File: src/rtl/hit_window_counter.sv
// hit_window_counter
//   Counts how many verdicts in each window of WINDOW consecutive upstream
//   verdicts are hits, and hands each count to the next stage.
//
//   Handshake (both ports, active-low valid dav_*, active-high ready rfd_*):
//     idle: rfd=1, dav_=1. Producer drives data and pulls dav_ low; the consumer
//     takes the data on that edge and drops rfd; the producer then releases dav_
//     high; the consumer raises rfd again once it can accept the next item.
//     Upstream side: this block is the consumer (dav_in_/rfd_in).
//     Downstream side: this block is the producer (dav_out_/rfd_out).
//
//   Optional feature macro: HWC_STREAK_EN
//     defined   -> max_streak reports the longest run of consecutive hits in the
//                  window that produced count.
//     undefined -> max_streak is tied to 0 and no streak logic exists.
//   The FSM and handshake timing are the same in both builds.
//
//   dbg_state exposes the FSM state encoding
//   (0 = W_DATA, 1 = W_REL, 2 = OUT, 3 = OUT_REL).

module hit_window_counter #(
  parameter int WINDOW  = 16,
  parameter int COUNT_W = 8
) (
  input  logic               clock,
  input  logic               reset_,
  input  logic               dav_in_,
  output logic               rfd_in,
  input  logic               z_in,
  output logic               dav_out_,
  input  logic               rfd_out,
  output logic [COUNT_W-1:0] count,
  output logic [COUNT_W-1:0] max_streak,
  output logic [1:0]         dbg_state
);

  typedef enum logic [1:0] {
    W_DATA  = 2'd0,  // waiting for an upstream verdict
    W_REL   = 2'd1,  // verdict taken, waiting for upstream to release dav_in_
    OUT     = 2'd2,  // window result offered downstream
    OUT_REL = 2'd3   // result taken, waiting for downstream to raise rfd_out
  } state_t;

  localparam logic [COUNT_W-1:0] WINDOW_C = COUNT_W'(WINDOW);

  state_t             state,    state_nx;
  logic [COUNT_W-1:0] n,        n_nx;
  logic [COUNT_W-1:0] hits,     hits_nx;
  logic [COUNT_W-1:0] count_nx;
  logic               rfd_in_nx;
  logic               dav_out_nx;

  assign dbg_state = state;

  // Next-state and next-output logic for the handshake FSM and window counters.
  always_comb begin
    state_nx   = state;
    n_nx       = n;
    hits_nx    = hits;
    count_nx   = count;
    rfd_in_nx  = rfd_in;
    dav_out_nx = dav_out_;
    case (state)
      W_DATA: begin
        if (!dav_in_) begin
          // Sample exactly once; W_REL absorbs however long dav_in_ stays low.
          hits_nx   = hits + COUNT_W'(z_in);
          n_nx      = n + 1'b1;
          rfd_in_nx = 1'b0;
          state_nx  = W_REL;
        end
      end
      W_REL: begin
        if (dav_in_) begin
          if (n < WINDOW_C) begin
            rfd_in_nx = 1'b1;
            state_nx  = W_DATA;
          end else begin
            // Window complete: publish and keep upstream stalled until the
            // downstream handshake finishes (no output buffering).
            count_nx   = hits;
            n_nx       = '0;
            hits_nx    = '0;
            dav_out_nx = 1'b0;
            state_nx   = OUT;
          end
        end
      end
      OUT: begin
        if (!rfd_out) begin
          dav_out_nx = 1'b1;
          state_nx   = OUT_REL;
        end
      end
      OUT_REL: begin
        if (rfd_out) begin
          rfd_in_nx = 1'b1;
          state_nx  = W_DATA;
        end
      end
      default: begin
        state_nx = W_DATA;
      end
    endcase
  end

  // State and output registers; reset discards any partial window or pending result.
  always_ff @(posedge clock) begin
    if (!reset_) begin
      state    <= W_DATA;
      n        <= '0;
      hits     <= '0;
      count    <= '0;
      rfd_in   <= 1'b1;
      dav_out_ <= 1'b1;
    end else begin
      state    <= state_nx;
      n        <= n_nx;
      hits     <= hits_nx;
      count    <= count_nx;
      rfd_in   <= rfd_in_nx;
      dav_out_ <= dav_out_nx;
    end
  end

`ifdef HWC_STREAK_EN

  logic               sample_en;
  logic               close_en;
  logic [COUNT_W-1:0] cur,        cur_nx;
  logic [COUNT_W-1:0] mx,         mx_nx;
  logic [COUNT_W-1:0] streak_nx;

  // Same sample and window-close events that the FSM acts on.
  assign sample_en = (state == W_DATA) && !dav_in_;
  assign close_en  = (state == W_REL) && dav_in_ && (n >= WINDOW_C);

  // Run tracking: cur is the current run of hits, mx the longest run so far.
  always_comb begin
    cur_nx    = cur;
    mx_nx     = mx;
    streak_nx = max_streak;
    if (sample_en) begin
      cur_nx = z_in ? cur + 1'b1 : '0;
      mx_nx  = (cur_nx > mx) ? cur_nx : mx;
    end
    if (close_en) begin
      // cur and mx already include the window's last sample here.
      streak_nx = (mx > cur) ? mx : cur;
      cur_nx    = '0;
      mx_nx     = '0;
    end
  end

  // Streak registers; runs are cleared at every window close.
  always_ff @(posedge clock) begin
    if (!reset_) begin
      cur        <= '0;
      mx         <= '0;
      max_streak <= '0;
    end else begin
      cur        <= cur_nx;
      mx         <= mx_nx;
      max_streak <= streak_nx;
    end
  end

`else

  assign max_streak = '0;

`endif

endmodule

File: config.mk
export PLATFORM = sky130hd
export DESIGN_NAME = hit_window_counter
export DESIGN_NICKNAME = d
export VERILOG_FILES = /design/src/rtl/hit_window_counter.sv
export SDC_FILE = /design/constraint.sdc
export NUM_CORES = 1
export LEC_CHECK = 0
export ABC_AREA = 1
export CORE_ASPECT_RATIO = 0.8
export CORE_MARGIN = 2
export CORE_UTILIZATION = 50
export CTS_BUF_LIST = sky130_fd_sc_hd__clkbuf_16
export DETAILED_ROUTE_END_ITERATION = 10
export GPL_TIMING_DRIVEN = 1
export PLACE_DENSITY = 0.75
export SLEW_MARGIN = 40
export SYNTH_ARGS = -nofsm -noshare
export SYNTH_HDL_FRONTEND = slang
export SYNTH_SLANG_ARGS = --single-unit
File: constraint.sdc
create_clock -name clock -period 1.7 [get_ports clock]
set_input_delay 0.34 -clock clock [delete_from_list [all_inputs] [get_ports clock]]
set_output_delay 0.34 -clock clock [all_outputs]
set_load 0.05 [all_outputs]
==> results list <==
* Power after layout: 2.76 mW
- The initial antenna violation count is 0.
* PD cells: 1440 nW/um^2
- After detailed placement, the total cell area comes to 1800 sq um.
- Launching element type of the critical path: flip-flop
- Summed area of non-filler cells in the final layout: 1920 sq um
- Cell type with the highest occurrence count on the critical path: buf_4
- Asr flop ratio synth: 0%
- Once layout is complete, the cells apart from fillers number 301.
* Proportion of power drawn by flip-flops and latches: 29.6%
- Wire per inst: 10.6 um
- Final critical-path required period: 1.53 ns
* Ordered list of cells on the worst path: inv_1, ha_2, buf_4, nand3_1, buf_4, o21ai_0, a21oi_1
- Post-synthesis to final-layout area growth: 21.5%
* Critical path's top delay family: buffers and inverters
- The repair_antennas step left the layout with diodes totalling 0.
- Yosys mapped a number of flops with a built-in enable equal to 0.
- After the last flow step, the layout net total stands at 275.
- The floorplan has 18 rows.
- The run finished with clean final reports.
- Setup violations remaining at the end of the flow were counted as 0.
* Final count of hold timing violations: 0
- For this run, design rule violations remaining after detail routing come to 0.
- CTS-repair resized insts: 0
- For the worst setup path, the data required time is 1.85 ns.
- The via count of the first global-routing pass was 1255.
- Worst path buffer plus inverter count: 3
* Cts bufs inserted: 3
- Along the worst path, the maximum fanout reaches 16.
- In this run the number of H-tree levels came out at 1.
* Worst setup EP type: flip-flop
* Share of post-route cells with drive strength above 1: 16.1%
* Number of top-level design ports: 25
- Synth top area share: 35.5%
- Setup repair after global routing left no endpoint under its margin.
- The die is 66.9 um wide.
- Clock-pin slew was measured on the worst setup and hold paths at 0.07 ns.
* Die H: 54.3 um
- Number of detailed-routing iterations run before antenna repair: 5
- Cell internal power was estimated by the tool at 1.63 mW.
- TritonCTS clock tree: built
* Max rail drop VDD: 1.24 mV
* Total overflow reported by the global router: 0
- Fmax: 652 MHz
- The congestion estimate from routability-driven global placement came to 0.849.
* Final wirelength: 3.18 mm
- DRC violation total after the first TritonRoute iteration: 30
* Placed instance count: 297
* Top cells by area, synth: dfxtp_1, nand2_1, inv_1
* Flops & latches, synth: 28
- The tightest hold path in the finished design has a slack of 0.444 ns.
- Leakage power: 0.841 nW
* Switching Fraction: 40.8%
- Largest net degree at the start of global routing: 17
- Across the whole layout, storage elements account for 568 sq um.
* Most frequent cells after synthesis: nand2_1, inv_1, dfxtp_1
* Share of the yosys chip area belonging to registers: 35.5%
- Buffer depth of the longest clock path: 2
- Among all flip-flop cells after synthesis, the most frequent one is dfxtp_1.
* Filler cell count: 295
- The count of nets left with antenna violations once routing finished came out at 0.
- CP max stage cell: dfxtp_4
- The endpoint identified for the worst register-to-register timing path is count[5].
- Min-Delay Path Class: reg -> reg
- Routed vias/inst: 4.78
- Number of stages on the worst setup path: 7
- Setup Crit Path Kind: reg -> reg
* Average instance area after synthesis: 6.75 sq um
- Max-slew violation count: 0
- Capturing instance or port of the critical path: count[5]
* Buffer count from post-CTS setup fixing: 0
* Final Skew: 0.00181 ns
- Worst skew pair latency: 0.26 ns
* Switching Power: 1.13 mW
- Summing all multi-input logic gate instances after layout gives 846 sq um.
- The first global-routing pass estimated 5.38 mm of wire.
- Detailed placement ended at an HPWL of 2.35 mm.
- Library cell with the largest summed area after synthesis: dfxtp_1
* Comb pwr share: 47.7%
* Depth of the worst register-to-register path: 7
* Count of input and output buffers: 16
- Of the available clock period, the critical path in the final layout requires 90.2%.
- Count of synthesis-stage warnings from yosys: 0
- Number of hold buffers added after cts: 0
- Register-to-register setup slack: 0.17 ns
- Initial standard-cell utilization of the core: 52.0%
* Arrival time at the worst endpoint: 1.69 ns
- Max-cap violations in this run came to 0.
- In the synthesized netlist, the number of instances is 234.
* Critical path's largest stage delay: 0.36 ns
- Overall via count from detail_route: 1438
* Die outline area: 3630 sq um
- Count of clock tree sinks: 28
- Total global-route track usage: 19.9%
* Placeable Area: 3040 sq um
- Hold path start: count[6]
- Number of distinct library cells after synthesis: 25
- By instance count, the leading cell after synthesis is nand2_1.
* Mapped Area: 1580 sq um
- Per report_power, the clock group accounts for 22.8% of the total.
- Clock tree root driver cell: clkbuf_16
## final cells by class
cell class / count / share of cell area (%)
Clock buffer: 4 / 5.22
Timing Repair Buffer: 30 / 12.3
Inverter: 32 / 6.26
Tap cell: 40 / 2.61
Sequential cell: 28 / 29.6
Multi-Input combinational cell: 167 / 44.1
## through the flow
step                setup TNS (ns)  utilization, %  setup slack (ns)
floorplan                        0               -            0.0849
global placement                 0            59.3           0.00436
detailed placement          -0.180            59.3           -0.0450
CTS                              0            62.6            0.0288
global route                     0            63.1            0.0285
finish                           0            63.1             0.166
## tightest hold or removal path, stage by stage (launching register included)
cell,delay [ns]
dfxtp_1,0.31
inv_1,0.05
a21oi_1,0.05
## cells in the final DEF (no fill, tap or decap)
master           count
a21oi_1             20
buf_4               26
clkbuf_16            4
clkdlybuf4s50_1      4
clkinv_1             1
conb_1               8
dfxtp_1             26
dfxtp_4              2
ha_1                 7
ha_2                 1
inv_1               31
nand2_1             49
nand2_2              2
nand2_4              1
nand3_1             21
nand3_2              2
nand4_1              5
nor2_1              27
nor2_2               1
nor2_4               3
nor3_1               5
nor3b_1              1
o21a_1               1
o21ai_0             11
o21ai_1              1
o21bai_1             1
## power by group through the flow
stage / Combinational [mW] / Clock (mW) / Sequential (mW)
4_1_cts: 1.28 / 0.646 / 0.816
6_report: 1.32 / 0.628 / 0.816
3_5_place_dp: 1.28 / 0 / 0.828
2_1_floorplan: 0.773 / 0 / 0.947
3_3_place_gp: 1.26 / 0 / 0.826
5_1_grt: 1.43 / 0.676 / 0.828
## metal layers
metal / track usage (%) / share of wire [%] / vias to the layer above
met5: 0 / 0 / -
met4: 6.80 / 0.66 / 0
met3: 4.94 / 6.1 / 2
met2: 34.3 / 43 / 35
met1: 24.6 / 51 / 619
li1: - / - / 782
## how the worst min path moves through the flow
stage	cells after the start	slack [ns]	end
finish	2	0.44	count[6]
global route	2	0.47	count[5]
CTS	2	0.45	count[2]
detailed placement	2	0.44	count[2]
global placement	2	0.43	count[4]
floorplan	2	0.47	hits[0]
## state kept, by name, indices dropped and copies added (netlist names), named ones only
name,count
count,8
dav_out_,1
dbg_state,1
hits,8
n,8
rfd_in,1
## kinds of logic after synthesis
family / count (synthesis) / share of synthesized area, %
adder cells (fa/ha/maj): 8 / 6.33
other: 1 / 0.237
buffers and inverters: 46 / 13.8
AND/OR/NAND/NOR: 117 / 33.1
flip-flops: 28 / 35.5
AO/OA/AOI/OAI: 34 / 11.1
No activity file was read; power rests on OpenSTA's default activity.
